==> config.mk <==
export PLATFORM = sky130hd
export DESIGN_NAME = regfile_dump
export DESIGN_NICKNAME = d
export VERILOG_FILES = /design/src/rtl/regfile_dump.sv
export SDC_FILE = /design/constraint.sdc
export NUM_CORES = 1
export LEC_CHECK = 0
export BUFFER_PORTS_ARGS = -buffer_cell sky130_fd_sc_hd__buf_2
export CORE_MARGIN = 2
export CORE_UTILIZATION = 45
export DETAILED_ROUTE_END_ITERATION = 8
export GPL_ROUTABILITY_DRIVEN = 0
export MAX_ROUTING_LAYER = met4
export PLACE_DENSITY = 0.82
export SYNTH_ARGS = -nofsm -noshare
export SYNTH_HDL_FRONTEND = slang
export SYNTH_SLANG_ARGS = --single-unit
==> constraint.sdc <==
create_clock -name clk -period 1.95 [get_ports clk]
set_input_delay 0.2925 -clock clk [delete_from_list [all_inputs] [get_ports clk]]
set_output_delay 0.2925 -clock clk [all_outputs]
set_load 0.01 [all_outputs]
==> src/rtl/regfile_dump.sv <==
// Debug read-out path: walks a register range through one combinational
// register-file read port and streams each value over valid/ready.
// Optional REGFILE_DUMP_PARITY_EN adds a registered even-parity output.
module regfile_dump #(
  parameter int unsigned DATA_WIDTH = 64,
  parameter int unsigned SEL_WIDTH  = 5
) (
  input  logic                  clk,
  input  logic                  rst_n,
  input  logic                  start,
  input  logic                  abort,
  input  logic [SEL_WIDTH-1:0]  first_sel,
  input  logic [SEL_WIDTH-1:0]  last_sel,
  output logic [SEL_WIDTH-1:0]  rf_sel,
  input  logic [DATA_WIDTH-1:0] rf_data,
  output logic                  dump_valid,
  input  logic                  dump_ready,
  output logic [SEL_WIDTH-1:0]  dump_idx,
  output logic [DATA_WIDTH-1:0] dump_data,
`ifdef REGFILE_DUMP_PARITY_EN
  output logic                  dump_parity,
`endif
  output logic                  busy,
  output logic                  done
);

  typedef enum logic [1:0] {
    IDLE,
    FETCH,
    SEND,
    DONE
  } state_t;

  state_t               state_q, state_d;
  logic [SEL_WIDTH-1:0] idx_q, idx_d;
  logic [SEL_WIDTH-1:0] last_q, last_d;
  logic [SEL_WIDTH-1:0] sel_q;

  always_ff @(posedge clk or negedge rst_n) begin
    if (!rst_n) begin
      state_q <= IDLE;
      idx_q   <= '0;
      last_q  <= '0;
    end else begin
      state_q <= state_d;
      idx_q   <= idx_d;
      last_q  <= last_d;
    end
  end

  always_comb begin
    state_d = state_q;
    idx_d   = idx_q;
    last_d  = last_q;
    case (state_q)
      IDLE: begin
        if (start) begin
          idx_d   = first_sel;
          last_d  = last_sel;
          state_d = FETCH;
        end
      end
      FETCH: begin
        state_d = abort ? IDLE : SEND;
      end
      SEND: begin
        // abort takes priority over a simultaneous handshake
        if (abort) begin
          state_d = IDLE;
        end else if (dump_ready) begin
          if (idx_q == last_q) begin
            state_d = DONE;
          end else begin
            idx_d   = idx_q + 1'b1;
            state_d = FETCH;
          end
        end
      end
      DONE: begin
        state_d = IDLE;
      end
      default: begin
        state_d = IDLE;
      end
    endcase
  end

  // Read port is combinational, so the select must be live during FETCH;
  // sel_q keeps the last driven select visible in every other state.
  assign rf_sel     = (state_q == FETCH) ? idx_q : sel_q;
  assign dump_valid = (state_q == SEND);
  assign busy       = (state_q != IDLE);
  assign done       = (state_q == DONE);

  always_ff @(posedge clk or negedge rst_n) begin
    if (!rst_n) begin
      sel_q       <= '0;
      dump_idx    <= '0;
      dump_data   <= '0;
`ifdef REGFILE_DUMP_PARITY_EN
      dump_parity <= 1'b0;
`endif
    end else if (state_q == FETCH) begin
      sel_q       <= idx_q;
      dump_idx    <= idx_q;
      dump_data   <= rf_data;
`ifdef REGFILE_DUMP_PARITY_EN
      dump_parity <= ^rf_data;
`endif
    end
  end

endmodule

==> out/qor.csv <==
metric,value,unit
setup ws final,0.1276,ns
nets,612,
clk sink count,86,
worst-margin pin slew,0.4889,ns
Worst EP required,1.66,ns
Slew headroom,67.41,%
via count,2985,
Synth cell types,29,
# fillers,703,
Final Max Slew Viols,0,
global route overflow,0,
CTS tree,done,
Crit path buffers/inverters,2,
cell family with most CP delay,buffers and inverters,
top post-synthesis cells by area,"dfrtp_1, nand2_1, mux2_2",
GRT Overall Usage,20.84,%
Yosys warning total,0,
CP Capture Type,primary output,
Worst setup SP type,flip-flop,
cell taking the most area after synthesis,dfrtp_1,
async set-or-reset flop fraction in the synthesized netlist,100.0,%
Gate Count Post-Synth,376,
synth cell count leaders,"nand2_1, dfrtp_1, buf_2",
area of the die,8463,um2
synthesized net count,456,
Initial Utilization,45.81,%
Tot Pwr,6169,uW
Psw,2242,uW
fmax,548.7,MHz
vias per inst,4.679,
core area,7607,um2
DRT Pass-1 Iters,4,
max incr delay on CP,0.47,ns
combinational fraction of design power,35.1,%
Post-route DRC,0,
"Hold Vio Cnt, Final",0,
routed len/inst,12.81,um
initial drt markers,150,
status,"complete, no violations",
P_int,3926,uW
IO buf count,155,
"Seq/Total Area, Yosys",61.76,%
MaxCap Viol Count,0,
top_reg_cell synth,dfrtp_1,
"FF+latch count, synth",86,
Final period util,93.46,%
clock buffer depth,2,
number of cells after detailed placement,621,
cells along the critical path,nand2b_1 > inv_1 > buf_2,
post-detail-place hpwl,6.007,mm
Worst-Skew Late Latency,0.34,ns
CTS H-tree lvls,3,
post-route minimum period,1.822,ns
most common cell in the synthesized netlist,nand2_1,
Layout Cells excl Fill,638,
Setup CP Type,flip-flop to primary output,
power share of the sequential group,45.3,%
vias in the first global route,2991,
static leakage,0.002637,uW
Die X,92.00,um
largest net degree at the start of global routing,51,
clk_skew,0.01103,ns
Post-Synthesis Cell Area,3485,um2
Hold WS,0.1388,ns
"Arr. time, crit path",1.53,ns
P per Cell Area,1350,nW/um2
CP max stage cell,dfrtp_1,
Post-Route WL,8.175,mm
Post-synth EDFFs,0,
Final setup violation count,0,
clk root buf,clkbuf_8,
pre-CTS WS,0.2983,ns
share of layout cells above drive strength 1,35.63,%
crit-path max FO,11,
Mapped Avg Cell Area,9.268,um2
Worst IR Drop VDD,577.8,uV
first-pass GRT wire length,13.74,mm
clock share of power,19.6,%
Synth-to-Final Area Change,31.17,%
Hold WC Path Type,primary input to flip-flop,
Sw Share,36.35,%
row cnt,32,
clock slew at reported path FFs,0.08,ns
Die Y,92.00,um
RSZ-0062 raised after global routing,false,
Ports,156,
antenna violations before repair,0,
TritonCTS Buffers,9,
DRT antenna net count,0,
ANT cells,0,
Fin Setup TNS,0,ns
share of the synthesized area in the top cell type,61.76,%
-- flip-flops by register name, summed over array words and instances (netlist names) --
signal     cells
dump_data     64
dump_idx       5
idx_q          5
last_q         5
sel_q          5
state_q        2
-- timing repair --
action,4_1_cts,5_1_grt
hold buffers,1,0
resized for setup,0,0
setup endpoints to repair,0,5
setup buffers,0,1
endpoints found under the hold margin,36,0
-- worst paths after layout --
kind	start	end	slack (ns)	depth (start not counted)
setup reg to reg	state_q[1]	idx_q[1]	0.30	4
hold / removal	rf_data[46]	dump_data[46]	0.14	3
setup / recovery	state_q[0]	dump_valid	0.13	3
max in group asynchronous	rst_n	dump_data[10]	0.85	3
min in group asynchronous	rst_n	dump_data[46]	0.46	2
hold reg to reg	dump_data[42]	dump_data[42]	0.47	2
-- cells in the final DEF (no fill, tap or decap), types with 2 or more instances in the layout --
master | synthesis | layout
inv_1 | 3 | 3
nor3_4 | 2 | 2
mux2_2 | 5 | 5
clkbuf_1 | 7 | 2
o2bb2ai_1 | 3 | 3
nand3_1 | 2 | 2
nand2_1 | 223 | 223
dfrtp_1 | 86 | 86
buf_4 | 0 | 7
buf_2 | 9 | 154
a2bb2oi_1 | 3 | 3
xor2_1 | 5 | 5
o22ai_1 | 3 | 3
a21oi_1 | 4 | 4
nor2_1 | 4 | 4
clkbuf_8 | 0 | 10
-- kinds of logic (layout without fill, tap and decap cells) --
group | after synthesis | count (layout) | synth area share [%]
simple gates | 239 | 239 | 27.65
mux | 6 | 6 | 2.046
fa+ha+maj | 1 | 1 | 0.3590
flops | 86 | 86 | 61.76
buf+inv | 21 | 181 | 3.016
xor+xnor | 5 | 5 | 1.257
compound gates | 18 | 18 | 3.914
-- worst reg2reg max path, cell delays in order (launching register included) --
cell	delay (ns)
dfrtp_1	0.48
nor3b_4	0.41
nor3_4	0.12
a21oi_4	0.23
mux2_4	0.31
-- through the flow --
| step | util [%] | cell area (um2) |
|---|---|---|
| 2_1_floorplan | - | 3485 |
| 3_3_place_gp | 57.37 | 4364 |
| 3_5_place_dp | 57.37 | 4364 |
| 4_1_cts | 59.98 | 4563 |
| 5_1_grt | 60.08 | 4571 |
| 6_report | 60.08 | 4571 |
-- power groups by stage --
stage | combinational, uW | sequential (uW) | clock, uW
detailed placement | 2180 | 2830 | 0
floorplan | 1000 | 3040 | 0
global placement | 2100 | 2790 | 0
CTS | 2190 | 2800 | 1250
finish | 2160 | 2790 | 1210
global route | 2430 | 2880 | 1320
-- per-layer routing --
metal  part of all wire, %  GRT usage (%)  routed length [um]  up-vias
li1                      -              -                   -     1476
met5                     0              -                   0        -
met4                   1.9          7.338                 155        0
met2                    48          33.46                3915      118
met3                   6.0          3.451                 489       14
met1                    44          27.15                3616     1377
-- area by class of cell --
class                           count  area [um2]  share of cell area (%)
Sequential cell                    86        2152                   47.08
Inverter                            3       11.26                  0.2464
Timing Repair Buffer              163       853.3                   18.67
Clock buffer                       12       145.1                   3.175
Tap cell                          102       127.6                   2.792
Multi-Input combinational cell    269        1237                   27.07
Clock inverter                      3       43.79                  0.9581
Power figures use the tool's default switching activity.
